**config.mk**
```make
export PLATFORM = sky130hd
export DESIGN_NAME = display_pipeline
export DESIGN_NICKNAME = d
export VERILOG_FILES = /design/src/rtl/display_pkg.sv /design/src/rtl/display_palette.sv /design/src/rtl/display_pipeline.sv
export SDC_FILE = /design/constraint.sdc
export NUM_CORES = 1
export LEC_CHECK = 0
export CAP_MARGIN = 10
export CORE_MARGIN = 5
export CORE_UTILIZATION = 30
export DETAILED_ROUTE_END_ITERATION = 6
export PLACE_DENSITY_LB_ADDON = 0.15
export SYNTH_ARGS = -nofsm -noshare
export SYNTH_HDL_FRONTEND = slang
export SYNTH_SLANG_ARGS = --single-unit
```
**constraint.sdc**
```tcl
create_clock -name clk -period 2.85 [get_ports clk]
set_clock_uncertainty 0.2 [all_clocks]
set_input_delay 0.4275 -clock clk [delete_from_list [all_inputs] [get_ports clk]]
set_output_delay 0.4275 -clock clk [all_outputs]
set_load 0.05 [all_outputs]
```
**src/rtl/display_pkg.sv**
```systemverilog
// Shared constants and types for the micro-display pipeline.
// Holds the 640x400 raster timing, palette code field positions and pixel types.
// Ports: none (package).
package display_pkg;

  localparam int H_ACTIVE = 640;
  localparam int H_FP     = 16;
  localparam int H_SYNC   = 64;
  localparam int H_BP     = 138;
  localparam int H_TOTAL  = H_ACTIVE + H_FP + H_SYNC + H_BP;

  localparam int V_ACTIVE = 400;
  localparam int V_FP     = 58;
  localparam int V_SYNC   = 3;
  localparam int V_BP     = 64;
  localparam int V_TOTAL  = V_ACTIVE + V_FP + V_SYNC + V_BP;

  // Raster counters must hold H_TOTAL-1 / V_TOTAL-1; address must hold 640*400.
  localparam int CNT_W  = 10;
  localparam int ADDR_W = 18;

  // Palette code layout: [9:6]=Y, [5:3]=Cb, [2:0]=Cr
  localparam int Y_MSB  = 9;
  localparam int Y_LSB  = 6;
  localparam int CB_MSB = 5;
  localparam int CB_LSB = 3;
  localparam int CR_MSB = 2;
  localparam int CR_LSB = 0;

  // Counter-to-pin latency in clocks
  localparam int PIPE_LAT = 3;

  typedef logic [9:0] color_code_t;
  typedef logic [3:0] color_idx_t;

  // Black: Y=0, Cb=Cr=mid-scale
  localparam color_code_t BLANK_CODE = 10'h024;

endpackage

```
**src/rtl/display_palette.sv**
```systemverilog
// 16-entry palette mapping 4-bit colour indices to 10-bit YCbCr codes.
// Ports: clk/reset (sync, active-high); wr_en/wr_idx/wr_code write port;
//        rd_idx in, rd_code out one clock later (registered read).
module display_palette
  import display_pkg::*;
(
  input  logic       clk,
  input  logic       reset,
  input  logic       wr_en,
  input  logic [3:0] wr_idx,
  input  logic [9:0] wr_code,
  input  logic [3:0] rd_idx,
  output logic [9:0] rd_code
);

  color_code_t mem [16];

  // Read and write share an edge: a same-index read returns the code held
  // before this edge, the new code is seen from the following read.
  always_ff @(posedge clk) begin
    if (reset) begin
      for (int i = 0; i < 16; i++) begin
        mem[i] <= BLANK_CODE;
      end
      rd_code <= BLANK_CODE;
    end else begin
      if (wr_en) begin
        mem[wr_idx] <= wr_code;
      end
      rd_code <= mem[rd_idx];
    end
  end

endmodule

```
**src/rtl/display_pipeline.sv**
```systemverilog
// Micro-display driver: raster timing, frame-buffer addressing, palette lookup, pin registers.
// Ports: clk, reset (sync, active-high), ready gates frame start; wr_* palette write port;
//        rd_addr/rd_data frame-buffer read (1-clk latency); clock_out, hsync, vsync, y/cb/cr pins.
module display_pipeline
  import display_pkg::*;
#(
  parameter int H_ACTIVE = display_pkg::H_ACTIVE,
  parameter int H_FP     = display_pkg::H_FP,
  parameter int H_SYNC   = display_pkg::H_SYNC,
  parameter int H_BP     = display_pkg::H_BP,
  parameter int V_ACTIVE = display_pkg::V_ACTIVE,
  parameter int V_FP     = display_pkg::V_FP,
  parameter int V_SYNC   = display_pkg::V_SYNC,
  parameter int V_BP     = display_pkg::V_BP
) (
  input  logic        clk,
  input  logic        reset,
  input  logic        ready,
  input  logic        wr_en,
  input  logic [3:0]  wr_color_idx,
  input  logic [9:0]  wr_color_code,
  output logic [17:0] rd_addr,
  input  logic [3:0]  rd_data,
  output logic        clock_out,
  output logic        hsync,
  output logic        vsync,
  output logic [3:0]  y,
  output logic [2:0]  cb,
  output logic [2:0]  cr
);

  typedef logic [CNT_W-1:0]  cnt_t;
  typedef logic [ADDR_W-1:0] addr_t;

  localparam int H_TOTAL = H_ACTIVE + H_FP + H_SYNC + H_BP;
  localparam int V_TOTAL = V_ACTIVE + V_FP + V_SYNC + V_BP;

  localparam cnt_t H_ACT_C = cnt_t'(H_ACTIVE);
  localparam cnt_t HS_BEG  = cnt_t'(H_ACTIVE + H_FP);
  localparam cnt_t HS_END  = cnt_t'(H_ACTIVE + H_FP + H_SYNC);
  localparam cnt_t H_LAST  = cnt_t'(H_TOTAL - 1);
  localparam cnt_t V_ACT_C = cnt_t'(V_ACTIVE);
  localparam cnt_t VS_BEG  = cnt_t'(V_ACTIVE + V_FP);
  localparam cnt_t VS_END  = cnt_t'(V_ACTIVE + V_FP + V_SYNC);
  localparam cnt_t V_LAST  = cnt_t'(V_TOTAL - 1);

  // ---------------- stage 0: raster counters and read address ----------------
  cnt_t h;
  cnt_t v;
  logic running;
  logic run_now;
  logic h_wrap;
  logic v_wrap;
  logic act0;
  logic hs0_n;
  logic vs0_n;

  // ready is only consulted at the frame origin, so a ready drop lets the
  // current frame finish and then parks the counters at (0,0).
  always_comb begin
    run_now = running;
    if ((h == '0) && (v == '0)) begin
      run_now = ready;
    end
    h_wrap = (h == H_LAST);
    v_wrap = (v == V_LAST);
    // The parked origin is not a displayed pixel, hence the run_now gate.
    act0   = run_now && (h < H_ACT_C) && (v < V_ACT_C);
    hs0_n  = !((h >= HS_BEG) && (h < HS_END));
    vs0_n  = !((v >= VS_BEG) && (v < VS_END));
  end

  always_ff @(posedge clk) begin
    if (reset) begin
      h       <= '0;
      v       <= '0;
      running <= 1'b0;
      rd_addr <= '0;
    end else begin
      running <= run_now;
      if (run_now) begin
        if (h_wrap) begin
          h <= '0;
          v <= v_wrap ? '0 : v + cnt_t'(1);
        end else begin
          h <= h + cnt_t'(1);
        end
        // Linear address: step after every active pixel, hold through
        // blanking, restart at the frame origin.
        if (h_wrap && v_wrap) begin
          rd_addr <= '0;
        end else if (act0) begin
          rd_addr <= rd_addr + addr_t'(1);
        end
      end
    end
  end

  // ---------------- stages 1-2: align region flags with pixel data ----------------
  // Index 0 travels with rd_data (stage 1), index PIPE_LAT-2 with the palette code (stage 2).
  logic [PIPE_LAT-2:0] act_d;
  logic [PIPE_LAT-2:0] hs_d;
  logic [PIPE_LAT-2:0] vs_d;

  always_ff @(posedge clk) begin
    if (reset) begin
      act_d <= '0;
      hs_d  <= '1;
      vs_d  <= '1;
    end else begin
      act_d <= {act_d[PIPE_LAT-3:0], act0};
      hs_d  <= {hs_d[PIPE_LAT-3:0], hs0_n};
      vs_d  <= {vs_d[PIPE_LAT-3:0], vs0_n};
    end
  end

  color_code_t pal_code;

  display_palette u_palette (
    .clk     (clk),
    .reset   (reset),
    .wr_en   (wr_en),
    .wr_idx  (wr_color_idx),
    .wr_code (wr_color_code),
    .rd_idx  (rd_data),
    .rd_code (pal_code)
  );

  // ---------------- stage 3: pin registers ----------------
  color_code_t pix_code;

  always_comb begin
    pix_code = act_d[PIPE_LAT-2] ? pal_code : BLANK_CODE;
  end

  always_ff @(posedge clk) begin
    if (reset) begin
      hsync <= 1'b1;
      vsync <= 1'b1;
      y     <= BLANK_CODE[Y_MSB:Y_LSB];
      cb    <= BLANK_CODE[CB_MSB:CB_LSB];
      cr    <= BLANK_CODE[CR_MSB:CR_LSB];
    end else begin
      hsync <= hs_d[PIPE_LAT-2];
      vsync <= vs_d[PIPE_LAT-2];
      y     <= pix_code[Y_MSB:Y_LSB];
      cb    <= pix_code[CB_MSB:CB_LSB];
      cr    <= pix_code[CR_MSB:CR_LSB];
    end
  end

  // Panel samples on the falling edge of clk.
  assign clock_out = ~clk;

endmodule

```
==> impl_results.md <==
- Dpl ws: -10.8 ps
- WHS: 205 ps
- Top cell type's share of synthesized area: 47.0%
- Post-CTS sizing: 7
- Post-CTS Setup Bufs: 0
- GR Overflow Total: 0
- H-tree depth reported by CTS: 1
- Post-Layout Cell Count: 1281
- R2R cell count: 9
- Die Width: 195 microns
- I/O Buffers: 52
- Required time of the worst setup path: 2220 ps
- Via density: 4.78
- Post-Route WL: 25.7 mm
- Avg Cell Area, Syn: 13.6 sq um
- Flop pwr share: 46.9%
- N_diodes: 0
- Vias in the first global route: 6437
- Clock Latency Late Sink: 550 ps
- Synth cell types: 55
- Setup slack after layout: 44.2 ps
- Die Y: 195 microns
- Crit Path Max Fanout: 14
- Initial drt markers: 383
- Finished Core Util: 36.3%
- Hold Crit Class: reg2reg
- Leak: 4.06 nW
- Power Total: 8.10 mW
- Routability congestion estimate: 0.753
- Seq/Total Area, Yosys: 60.1%
- Final ANT Viol Nets: 0
- Fin area: 0.0122 sq mm
- Nets: 844
- All-layer global routing usage: 13.4%
- First-pass GRT wire length: 39.5 mm
- RR Startpoint: v[0]$_SDFFE_PP0P_
- CTS tree: done
- Clock Power Share: 43.2%
- Core Box Area: 0.0336 sq mm
- Post-synthesis cell count: 753
- Number of synthesized register bits: 227
- Critical Path End Type: output port
- R2R Path End: rd_addr[6]$_SDFFE_PP0P_
- Post-synth ARST share: 0%
- Max-cap viol count: 0
- Placed insts: 1234
- CP startpoint kind: clock port
- CP startpoint: clk
- Sw Share: 24.7%
- Maximum clock insertion buffer count: 3
- Crit path DAT: 2180 ps
- Routed len/inst: 20.1 microns
- NetSw: 2.00 mW
- RSZ-0062 raised after global routing: no
- Final TNS setup: 0 ps
- Core Rows: 67
- Pins over their slew limit: 0
- Final setup vio count: 0
- Slew HR: 49.5%
- # IOs: 53
- Hold Buf Count CTS: 0
- Synth area leaders: edfxtp_1 47%, dfxtp_1 13%, mux4_2 11%
- Worst-Margin Slew: 755 ps
- R2r setup slk: 240 ps
- Commonest non-fill, non-tap cell in the layout: edfxtp_1
- Synth Cell Area: 0.0102 sq mm
- Die ar.: 0.0379 sq mm
- Final hold violation count: 0
- Pre-antenna DRT Iters: 5
- DR DRC count: 0
- Area delta synth->final: 19.5%
- Most frequent cells in the layout: 160 x edfxtp_1, 139 x and2_1, 67 x dfxtp_1
- HP Start: u_palette.rd_code[5]$_SDFF_PP1_
- Number of enable flip-flop cells after synthesis: 160
- Outcome: complete, no violations
- Logic pwr share: 9.9%
- Vias after detailed routing: 6122
- Internal power: 6.10 mW
- Detailed placement HPWL: 17.5 mm
- Initial antenna violation count: 1
- Num CTS Buffers: 27
- Starting Density: 30.4%
- Placed Area: 0.0113 sq mm
- Cell count of the worst hold path: 1
- Largest net degree at the start of global routing: 44
- Kind of critical path: clk2out
- Post-synth top area cell: edfxtp_1
- Sink of the worst hold path: cb[2]$_SDFF_PP1_
- Share of layout cells above drive strength 1: 19.7%
- Clock Tree Root: clkbuf_16
- Power per cell area: 663 mW/mm^2
- Syn nets: 782
- Max rail drop VDD: 0.000424 V
- Worst-path clk slew: 60 ps
- Ys Warns: 0
- Synth Flop Type: edfxtp_1
## cell families after synthesis
kind of cell / Yosys count / synth area share [%]
AND/OR/NAND/NOR: 345 / 19.9
flip-flops: 227 / 60.1
buffers and inverters: 57 / 2.29
multiplexers: 51 / 11.1
AO/OA/AOI/OAI: 42 / 3.71
XOR/XNOR: 24 / 2.06
adder cells (fa/ha/maj): 7 / 0.857
## power by group through the flow
stage               Clock (mW)  Combinational, mW  Sequential, mW
finish                    3.50              0.804            3.80
global route              3.74              0.874            3.82
CTS                       3.60              0.820            3.80
detailed placement      0.0858              0.816            3.87
global placement        0.0858              0.812            3.86
floorplan               0.0593              0.499            3.88
## Yosys cell counts, drive strengths merged, types with 4 or more instances
cell type  instances
a2111oi            4
a211oi             4
a21oi             16
and2             140
buf               13
clkbuf            35
dfxtp             67
edfxtp           160
ha                 7
inv                9
mux4              50
nand2             22
nand2b            16
nand3             15
nand4             11
nor2              43
nor2b             11
nor3              12
nor4               5
o21ai              5
o31ai              4
or2               23
or3               29
or4                5
xnor2             18
xor2               6
## sequential cells by signal (all words and copies together) (netlist names)
| name | cells |
|---|---|
| act_d | 2 |
| cb | 3 |
| cr | 3 |
| h | 10 |
| hs_d | 2 |
| hsync | 1 |
| rd_addr | 18 |
| running | 1 |
| u_palette.mem | 160 |
| u_palette.rd_code | 10 |
| v | 10 |
| vs_d | 2 |
| vsync | 1 |
| y | 4 |
## how the worst max path moves through the flow
stage                                            endpoint  slack, ps  cells after the start
final                                           clock_out         40                      5
after global placement                          clock_out        -10                      2
after global routing                            clock_out         10                      5
after floorplan           u_palette.rd_code[2]$_SDFF_PP1_        460                      5
after detailed placement                        clock_out        -10                      2
after CTS                                       clock_out         20                      5
## layout make-up
type / count / area (sq um)
Clock buffer: 38 / 766
Clock inverter: 11 / 120
Fill cell: 3207 / 21400
Inverter: 8 / 30.0
Multi-Input combinational cell: 469 / 3840
Sequential cell: 227 / 6150
Tap cell: 448 / 561
Timing Repair Buffer: 80 / 751
## per-layer routing
| layer | GRT usage [%] | part of all wire, % | vias up |
|---|---|---|---|
| li1 | - | - | 2874 |
| met1 | 18.3 | 46 | 3080 |
| met2 | 22.2 | 47 | 137 |
| met3 | 2.91 | 5.5 | 31 |
| met4 | 3.05 | 1.9 | 0 |
| met5 | 0 | 0 | - |
## critical path, stage by stage
cell	delay, ps
clkbuf_16	130
clkbuf_16	220
clkbuf_16	190
inv_1	60
buf_6	150
No activity file was read; power rests on OpenSTA's default activity.
